==> config.mk <==
export PLATFORM = sky130hd
export DESIGN_NAME = ifetch_unit
export DESIGN_NICKNAME = d
export VERILOG_FILES = /design/src/rtl/ifetch_unit.sv
export SDC_FILE = /design/constraint.sdc
export NUM_CORES = 1
export LEC_CHECK = 0
export CAP_MARGIN = 20
export CELL_PAD_IN_SITES_DETAIL_PLACEMENT = 1
export CELL_PAD_IN_SITES_GLOBAL_PLACEMENT = 2
export CORE_UTILIZATION = 36
export DETAILED_ROUTE_END_ITERATION = 12
export PLACE_DENSITY_LB_ADDON = 0.1
export SETUP_SLACK_MARGIN = 0.02
export SYNTH_ARGS = -nofsm -noshare
export SYNTH_HDL_FRONTEND = slang
export SYNTH_SLANG_ARGS = --single-unit
export TNS_END_PERCENT = 100
==> constraint.sdc <==
create_clock -name clk -period 18.9 [get_ports clk]
set_input_delay 3.78 -clock clk [delete_from_list [all_inputs] [get_ports clk]]
set_output_delay 3.78 -clock clk [all_outputs]
set_load 0.01 [all_outputs]
==> src/rtl/ifetch_unit.sv <==
// Instruction fetch front end: one outstanding imem request at a time,
// with responses queued toward decode along with their PCs.
module ifetch_unit #(
    parameter int DEPTH = 2
) (
    input  logic        clk,
    input  logic        reset,
    input  logic [31:0] pc,
    output logic        pc_write,
    input  logic        redirect,
    output logic        imem_req,
    output logic [31:0] imem_addr,
    input  logic        imem_gnt,
    input  logic        imem_rvalid,
    input  logic [31:0] imem_rdata,
    output logic        id_valid,
    output logic [31:0] id_instr,
    output logic [31:0] id_pc,
    input  logic        id_ready
);

    localparam int AW = (DEPTH > 1) ? $clog2(DEPTH) : 1;
    localparam int CW = $clog2(DEPTH) + 1;

    typedef enum logic [1:0] {
        IDLE,
        WAIT,
        DROP
    } state_t;

    state_t        state;
    logic [31:0]   req_pc;
    logic [31:0]   instr_q [DEPTH];
    logic [31:0]   pc_q    [DEPTH];
    logic [AW-1:0] wr_ptr;
    logic [AW-1:0] rd_ptr;
    logic [CW-1:0] count;

    logic accept;
    logic push;
    logic pop;
    logic has_room;

    assign has_room = (count < CW'(DEPTH));

    assign imem_req  = reset & (state == IDLE) & ~redirect & has_room;
    assign imem_addr = reset ? pc : 32'd0;
    assign accept    = imem_req & imem_gnt;
    assign pc_write  = reset & (accept | redirect);

    assign id_valid  = reset & (count != '0);
    assign id_instr  = reset ? instr_q[rd_ptr] : 32'd0;
    assign id_pc     = reset ? pc_q[rd_ptr] : 32'd0;

    // Redirect wins over push and pop; its flush happens at the same edge.
    assign push = (state == WAIT) & imem_rvalid & ~redirect;
    assign pop  = id_valid & id_ready & ~redirect;

    always_ff @(posedge clk) begin
        if (!reset) begin
            state  <= IDLE;
            req_pc <= '0;
            wr_ptr <= '0;
            rd_ptr <= '0;
            count  <= '0;
            for (int i = 0; i < DEPTH; i++) begin
                instr_q[i] <= '0;
                pc_q[i]    <= '0;
            end
        end else begin
            unique case (state)
                IDLE: begin
                    if (accept) begin
                        state  <= WAIT;
                        req_pc <= pc;
                    end
                end
                WAIT: begin
                    if (imem_rvalid)
                        state <= IDLE;
                    else if (redirect)
                        state <= DROP;
                end
                DROP: begin
                    if (imem_rvalid)
                        state <= IDLE;
                end
                default: state <= IDLE;
            endcase

            if (push) begin
                instr_q[wr_ptr] <= imem_rdata;
                pc_q[wr_ptr]    <= req_pc;
            end

            if (redirect) begin
                count  <= '0;
                wr_ptr <= '0;
                rd_ptr <= '0;
            end else begin
                if (push)
                    wr_ptr <= wr_ptr + 1'b1;
                if (pop)
                    rd_ptr <= rd_ptr + 1'b1;
                count <= count + CW'(push) - CW'(pop);
            end
        end
    end

    always_ff @(posedge clk) begin
        if (reset && push)
            assert (count < CW'(DEPTH));
    end

endmodule

==> flow_summary.toml, run 1 <==
[timing]
finalHoldViolations = 0
period_minus_slack_ns = 9.61
setup_ws_ns = 9.29
tightest_slew_ns = 0.974
hold_slack_ns = 0.464
timing.fmax_ghz = 0.104
final.setup.tns_ns = 0
slew_viol_final = 0
fin_crit_sh_pct = 50.9
rsz0062_at_grt = "false"
clock_skew_ns = 0.00786
relSlewSlack_pct = 35.0
setup_violations = 0

[floorplan]
start_util_pct = 36.6
io_pins = 169
die_area_sq_um = 21900
core-area_sq_um = 21000
die_y_microns = 148
fp.dieW_microns = 148
num_rows = 53

[finish]
n_fill_cell = 2218
stdcell_count = 1067
num_antenna_cells = 0
fin_nets = 851
drive_gt1_share_pct = 5.81
area_delta_synth_final_pct = 31.5

[worst_hold_path]
hp-start = "req_pc[28]"
hold_path_depth = 2
min_path_type = "reg -> reg"

[clocking]
cts.htree.levels = 4
cts_tree = "done"
path_clk_slew_ns = 0.06
ctsResizeCount = 0
ctsHoldBuffers = 0
clockRootBuffer = "clkbuf_16"
clk_latency_ns = 0.42
post-cts-setup-buffers = 0
clock-sinks = 167
clockBufferDepth = 2
cts-buffers-inserted = 17

[yosys]
yosys.area.top_type = "edfxtp_1"
yosysMostFrequentCell = "and2_1"
synthMuxAreaShare_pct = 12.7
synth.ff_latch_count = 167
yosysTopAreaCellShare_pct = 50.1
netlist-cell-type-count = 33
synth_compound_area_share_pct = 0.424
yosys-top-cells-count = "129 x and2_1, 128 x edfxtp_1, 96 x mux2i_1"
synth_edf_count = 128
syn_area_sq_um = 7670
async_flop_share_pct = 0
netlist_instances = 624
synth_area_leaders = "edfxtp_1 50%, mux2i_1 13%, and2_1 11%, dfxtp_1 10%, nor2b_1 5.2%"
avgSynthCellArea_sq_um = 12.3
synth-seq-area-share_pct = 60.3
synth_fa_ha_area_share_pct = 0.326
synth-xor-area-share_pct = 0.342
mappedNetlistNets = 696
synthSimpleGateAreaFrac_pct = 21.1
ys_warn_count = 0
synth_flop_cell = "edfxtp_1"
synth_top_family_by_area = "simple AND/OR/NAND/NOR gates"

[grt]
grt_pass1_wl_microns = 27100
grt_antenna_before_repair = 0
grt-ovfl-total = 0
grt_pass1_vias = 5280
grt_max_degree = 87
grt_usage_pct = 16.3

[routing]
drt-wirelength-per-cell_microns = 16.0
drcViolationCount = 0
ant_nets = 0
viasPerCell = 4.63
drt_pass1_iterations = 4
vias = 4936
wl_microns = 17000
first_iter_violations = 168

[power_and_ir_drop]
p_leak_nw = 3.88
power.density_nw_per_um2 = 79.6
vdd_drop_max_mv = 0.0577

[setup_path]
required_ns = 15.12
arrival_ns = 5.83
reg2reg_depth = 4
crit_path_cell_trace = "buf_4 -> buf_4 -> nand2_1 -> inv_1 -> clkdlybuf4s50_1"
crit_path_end_kind = "output port"
cp-startpoint = "reset"
critPathMaxFanout = 86
reg2reg_from = "state[0]"
critPathMaxStageDelay_ns = 0.72
crit_top_cell = "buf_4"
cp_slowest_cell = "buf_4"
critical_path_class = "in -> out"
critPathLaunchType = "primary input"

[place]
dp_cells = 1035
pre_cts_ws_ns = 9.23
dp_hpwl_microns = 10800
gp_congestion = 0.707
port_buffers = 168

[status]
status = "completed"

[flow_run]
drv_cap = 0
## worst paths after layout
| path | end | slack [ns] |
|---|---|---|
| setup reg to reg | instr_q[0][15] | 15.97 |
| hold reg to reg | req_pc[28] | 0.46 |
| setup / recovery | imem_addr[7] | 9.29 |
| hold / removal | req_pc[28] | 0.46 |
## cells in the final DEF (no fill, tap or decap), drive strengths merged
| master | n |
|---|---|
| or3b | 1 |
| nor4b | 2 |
| nand2 | 67 |
| nor3 | 1 |
| or3 | 1 |
| and2 | 129 |
| o21ai | 2 |
| nand2b | 2 |
| clkbuf | 18 |
| clkinv | 4 |
| xor2 | 3 |
| edfxtp | 128 |
| nor2b | 64 |
| nor4 | 2 |
| o21a | 2 |
| bufinv | 1 |
| nor3b | 1 |
| mux2i | 96 |
| dfxtp | 39 |
| mux2 | 1 |
| clkinvlp | 6 |
| and3 | 1 |
| ha | 2 |
| clkdlybuf4s50 | 167 |
| inv | 37 |
| a21boi | 1 |
| nand3b | 1 |
| nand3 | 1 |
| nor2 | 5 |
| buf | 7 |
## worst max-delay path: cells and delay by family
family	cells	cell delay (ns)
AND/OR/NAND/NOR	1	0.20
buffers and inverters	4	1.80
## per-stage QoR
stage	total power (W)	utilization, %	instance area [sq um]
3_5_place_dp	0.000488	45.5	9530
5_1_grt	0.000833	48.1	10100
4_1_cts	0.000815	48.1	10100
3_3_place_gp	0.000486	45.4	9520
2_1_floorplan	0.000447	-	7670
6_report	0.000803	48.1	10100
## kinds of logic after synthesis
kind of cell	Yosys count
xor+xnor	3
fa+ha+maj	2
mux	97
simple gates	278
compound gates	5
flops	167
buf+inv	72
## layer usage
layer  GRT usage, %  wire length, microns  up-vias
met5              0                     0        -
met2           28.4                  8560      110
li1               -                     -     2395
met4           4.79                   162        0
met3           4.14                   794       13
met1           19.7                  7530     2418
## power breakdown
group,internal [W],switching (W)
Sequential,0.000406,0.00000440
Clock,0.000182,0.000142
Combinational,0.0000365,0.0000315
## cell type report
class,instances,area (sq um),area share [%]
timing repair buffer,174,1730,17.2
sequential,167,4630,45.9
tap,275,344,3.41
clock buffer,18,429,4.25
multi-input combinational,385,2700,26.8
inverter,34,128,1.27
clock inverter,14,126,1.25
## flip-flops by register name (all words and copies together) (netlist names), named ones only
signal   flops
count        2
wr_ptr       1
req_pc      32
pc_q        64
rd_ptr       1
state        2
instr_q     64
No activity file was read; power rests on OpenSTA's default activity.
==> run 2: changes to the inputs <==
--- a/config.mk
+++ b/config.mk
@@ -8,7 +8,7 @@
 export CAP_MARGIN = 20
 export CELL_PAD_IN_SITES_DETAIL_PLACEMENT = 1
 export CELL_PAD_IN_SITES_GLOBAL_PLACEMENT = 2
-export CORE_UTILIZATION = 36
+export CORE_UTILIZATION = 33
 export DETAILED_ROUTE_END_ITERATION = 12
 export PLACE_DENSITY_LB_ADDON = 0.1
 export SETUP_SLACK_MARGIN = 0.02
==> constraint.sdc (replaced) <==
create_clock -name clk -period 9.5 [get_ports clk]
set_input_delay 1.9 -clock clk [delete_from_list [all_inputs] [get_ports clk]]
set_output_delay 1.9 -clock clk [all_outputs]
set_load 0.01 [all_outputs]
==> flow_summary.toml, run 2 (synthesis results as in run 1) <==
[status]
status = "completed"

[floorplan]
fp.dieW_microns = 154
start_util_pct = 33.8
core-area_sq_um = 22700
io_pins = 169
num_rows = 55
die_area_sq_um = 23900
die_y_microns = 154

[power_and_ir_drop]
vdd_drop_max_mv = 0.109
power.density_nw_per_um2 = 165
intPower_w = 0.00133
power_switching_w = 0.000355
p_comb_share_pct = 8.2
p_leak_nw = 3.94
pwr-share-seq_pct = 48.5
swShare_pct = 21.1
clockPowerShare_pct = 43.3

[clocking]
ctsResizeCount = 0
path_clk_slew_ns = 0.06
cts_tree = "done"
clock-sinks = 167
post-cts-setup-buffers = 0
clockRootBuffer = "clkbuf_16"
ctsHoldBuffers = 0
clockBufferDepth = 2
clk_latency_ns = 0.42
cts-buffers-inserted = 17
cts.htree.levels = 4

[timing]
setup_violations = 0
tightest_slew_ns = 0.987
hold_slack_ns = 0.468
rsz0062_at_grt = "false"
final.setup.tns_ns = 0
relSlewSlack_pct = 34.2
clock_skew_ns = 0.00946
slew_viol_final = 0
timing.fmax_ghz = 0.170
period_minus_slack_ns = 5.88
fin_crit_sh_pct = 61.9
finalHoldViolations = 0

[finish]
final-seq-area_sq_um = 4630
multi_input_area_sq_um = 2700
num_antenna_cells = 0
top_regs = "instr_q: 64 flops, pc_q: 64 flops, req_pc: 32 flops"
layout_commonest_cell = "clkdlybuf4s50_1"
n_fill_cell = 2404
area_delta_synth_final_pct = 32.8
final_cell_mix = "167 x clkdlybuf4s50_1, 129 x and2_1, 128 x edfxtp_1, 96 x mux2i_1, 67 x nand2_1"
stdcell_count = 1078
fin_nets = 852
drive_gt1_share_pct = 5.93
design_area_sq_um = 10200

[routing]
first_iter_violations = 148
viasPerCell = 4.58
vias = 4939
ant_nets = 0
drt-wirelength-per-cell_microns = 16.3
wl_microns = 17600
drt_pass1_iterations = 4
drcViolationCount = 0

[place]
gp_congestion = 0.713
port_buffers = 168
dp_cells = 1046
place_area_sq_um = 9570
dp_hpwl_microns = 11000

[worst_hold_path]
min_path_type = "reg -> reg"
hold_path_depth = 2

[grt]
grt_usage_pct = 15.4
grt-ovfl-total = 0
grt_pass1_vias = 5423
grt_antenna_before_repair = 0
grt_max_degree = 74
grt_pass1_wl_microns = 28000

[flow_run]
drv_cap = 0

[setup_path]
required_ns = 7.60
regToRegSetupSlack_ns = 6.80
critPathLaunchType = "primary input"
critical_path_class = "in -> out"
arrival_ns = 3.98
critPathMaxFanout = 73
crit_path_end_kind = "output port"
reg2reg_depth = 5
-- run 2: metal layers --
metal | vias up | share of wire, % | track usage [%]
li1 | 2393 | - | -
met1 | 2422 | 43 | 17.4
met2 | 110 | 52 | 28.5
met3 | 14 | 3.7 | 3.45
met4 | 0 | 1.2 | 5.37
met5 | - | 0 | 0
-- run 2: power groups by stage --
stage               combinational, W  clock, W  sequential, W
detailed placement          0.000140         0       0.000833
global placement            0.000137         0       0.000831
CTS                         0.000142  0.000750       0.000817
global route                0.000150  0.000776       0.000819
floorplan                  0.0000573         0       0.000833
finish                      0.000138  0.000730       0.000817
-- run 2: final timing paths --
kind	to	from
max	id_pc[7]	reset
min	req_pc[20]	req_pc[20]
max reg2reg	pc_q[0][19]	state[0]
min reg2reg	req_pc[20]	req_pc[20]
-- run 2: critical path, stage by stage --
cell and delay (ns):
buf_4 0.55, buf_4 0.64, nor2b_1 0.23, clkdlybuf4s50_1 0.59
-- run 2: final cells by class --
cell class | instances | area share (%)
Sequential cell | 167 | 45.4
Multi-Input combinational cell | 385 | 26.5
Timing Repair Buffer | 175 | 17.2
Clock buffer | 20 | 4.38
Tap cell | 285 | 3.50
Clock inverter | 12 | 1.74
Inverter | 34 | 1.25
-- run 2: stage by stage --
| step | power [W] | setup slack [ns] | util [%] |
|---|---|---|---|
| finish | 0.00168 | 3.62 | 44.9 |
| CTS | 0.00171 | 3.52 | 44.9 |
| detailed placement | 0.000973 | 3.55 | 42.1 |
| floorplan | 0.000890 | 1.81 | - |
| global route | 0.00174 | 3.40 | 44.9 |
| global placement | 0.000968 | 3.60 | 42.0 |
==> run 3: changes to the inputs <==
--- a/config.mk
+++ b/config.mk
@@ -8,7 +8,7 @@
 export CAP_MARGIN = 20
 export CELL_PAD_IN_SITES_DETAIL_PLACEMENT = 1
 export CELL_PAD_IN_SITES_GLOBAL_PLACEMENT = 2
-export CORE_UTILIZATION = 33
+export CORE_UTILIZATION = 30
 export DETAILED_ROUTE_END_ITERATION = 12
 export PLACE_DENSITY_LB_ADDON = 0.1
 export SETUP_SLACK_MARGIN = 0.02
==> constraint.sdc (replaced) <==
create_clock -name clk -period 5.3 [get_ports clk]
set_input_delay 1.06 -clock clk [delete_from_list [all_inputs] [get_ports clk]]
set_output_delay 1.06 -clock clk [all_outputs]
set_load 0.01 [all_outputs]
==> flow_summary.toml, run 3 (synthesis results as in run 1) <==
[power_and_ir_drop]
p_comb_share_pct = 8.4
intPower_w = 0.00223
pwr-share-seq_pct = 50.6
power_switching_w = 0.000659
clockPowerShare_pct = 41.0
power.density_nw_per_um2 = 284
totalPowerFinal_w = 0.00289
p_leak_nw = 3.92
vdd_drop_max_mv = 0.136
swShare_pct = 22.8

[status]
status = "completed"

[floorplan]
io_pins = 169
die_y_microns = 162
core-area_sq_um = 25100
die_area_sq_um = 26200
fp.dieW_microns = 162
start_util_pct = 30.6
num_rows = 58

[timing]
rsz0062_at_grt = "false"
relSlewSlack_pct = 33.1
setup_violations = 0
period_minus_slack_ns = 3.97
hold_slack_ns = 0.465
timing.fmax_ghz = 0.252
setup_ws_ns = 1.33
slew_viol_final = 0
final.setup.tns_ns = 0
clock_skew_ns = 0.0124
fin_crit_sh_pct = 75.0
tightest_slew_ns = 1.00
finalHoldViolations = 0

[setup_path]
critPathMaxFanout = 57
critical_path_class = "in -> out"
arrival_ns = 2.91
required_ns = 4.24
critPathLaunchType = "primary input"
crit_path_end_kind = "output port"

[place]
pre_cts_ws_ns = 1.29
dp_cells = 1092
dp_hpwl_microns = 10900
port_buffers = 168
gp_congestion = 0.724

[grt]
grt_pass1_vias = 5360
grt_usage_pct = 14.0
grt_max_degree = 65
grt_antenna_before_repair = 1
grt_pass1_wl_microns = 28000
grt-ovfl-total = 0

[routing]
drcViolationCount = 0
wl_microns = 17700
viasPerCell = 4.37
drt-wirelength-per-cell_microns = 15.7
drt_pass1_iterations = 4
vias = 4920
ant_nets = 0
first_iter_violations = 162

[finish]
drive_gt1_share_pct = 6.42
top_regs = "instr_q: 64 flops, pc_q: 64 flops, req_pc: 32 flops"
stdcell_count = 1125
fin_nets = 854
num_antenna_cells = 0
n_fill_cell = 2693
final_cell_mix = "167 x clkdlybuf4s50_1, 129 x and2_1, 128 x edfxtp_1, 96 x mux2i_1, 67 x nand2_1"
area_delta_synth_final_pct = 32.8
layout_commonest_cell = "clkdlybuf4s50_1"

[clocking]
post-cts-setup-buffers = 0
cts-buffers-inserted = 17
clockRootBuffer = "clkbuf_16"
clock-sinks = 167
clockBufferDepth = 2
clk_latency_ns = 0.43
ctsHoldBuffers = 0
cts.htree.levels = 4
path_clk_slew_ns = 0.06
cts_tree = "done"
ctsResizeCount = 0

[flow_run]
drv_cap = 0

[worst_hold_path]
min_path_type = "reg -> reg"
[run 3: final cells by class]
cell class,instances,area [sq um],share of cell area (%)
Inverter,34,128,1.25
Timing Repair Buffer,177,1760,17.3
Clock inverter,15,138,1.35
Clock buffer,17,425,4.17
Tap cell,330,413,4.05
Sequential cell,167,4630,45.4
Multi-Input combinational cell,385,2700,26.5
[run 3: per-layer routing]
layer	track usage, %	up-vias	routed length [microns]
met2	25.1	109	8950
met4	4.89	0	216
met3	3.24	14	729
met5	0	-	0
met1	16.4	2400	7760
li1	-	2397	-
[run 3: stage by stage]
stage          utilization [%]  area (sq um)
6_report                  40.6         10200
5_1_grt                   40.6         10200
4_1_cts                   40.5         10200
3_5_place_dp              38.3          9610
2_1_floorplan                -          7670
3_3_place_gp              38.3          9610
[run 3: final timing paths]
check	startpoint	endpoint	slack (ns)	cells past startpoint
min reg2reg	req_pc[1]	req_pc[1]	0.46	2
max	reset	imem_addr[28]	1.33	5
max reg2reg	state[0]	count[1]	3.05	8
min	req_pc[1]	req_pc[1]	0.46	2
[run 3: critical path, stage by stage]
cell and delay, ns:
buf_4 0.48, buf_4 0.54, nand2_1 0.16, inv_1 0.08
clkdlybuf4s50_1 0.53
[run 3: power groups by stage]
stage               registers [W]  clock network (W)  logic, W
finish                    0.00146            0.00119  0.000244
global route              0.00147            0.00127  0.000265
CTS                       0.00146            0.00123  0.000251
detailed placement        0.00149                  0  0.000250
global placement          0.00149                  0  0.000248
floorplan                 0.00149                  0  0.000103
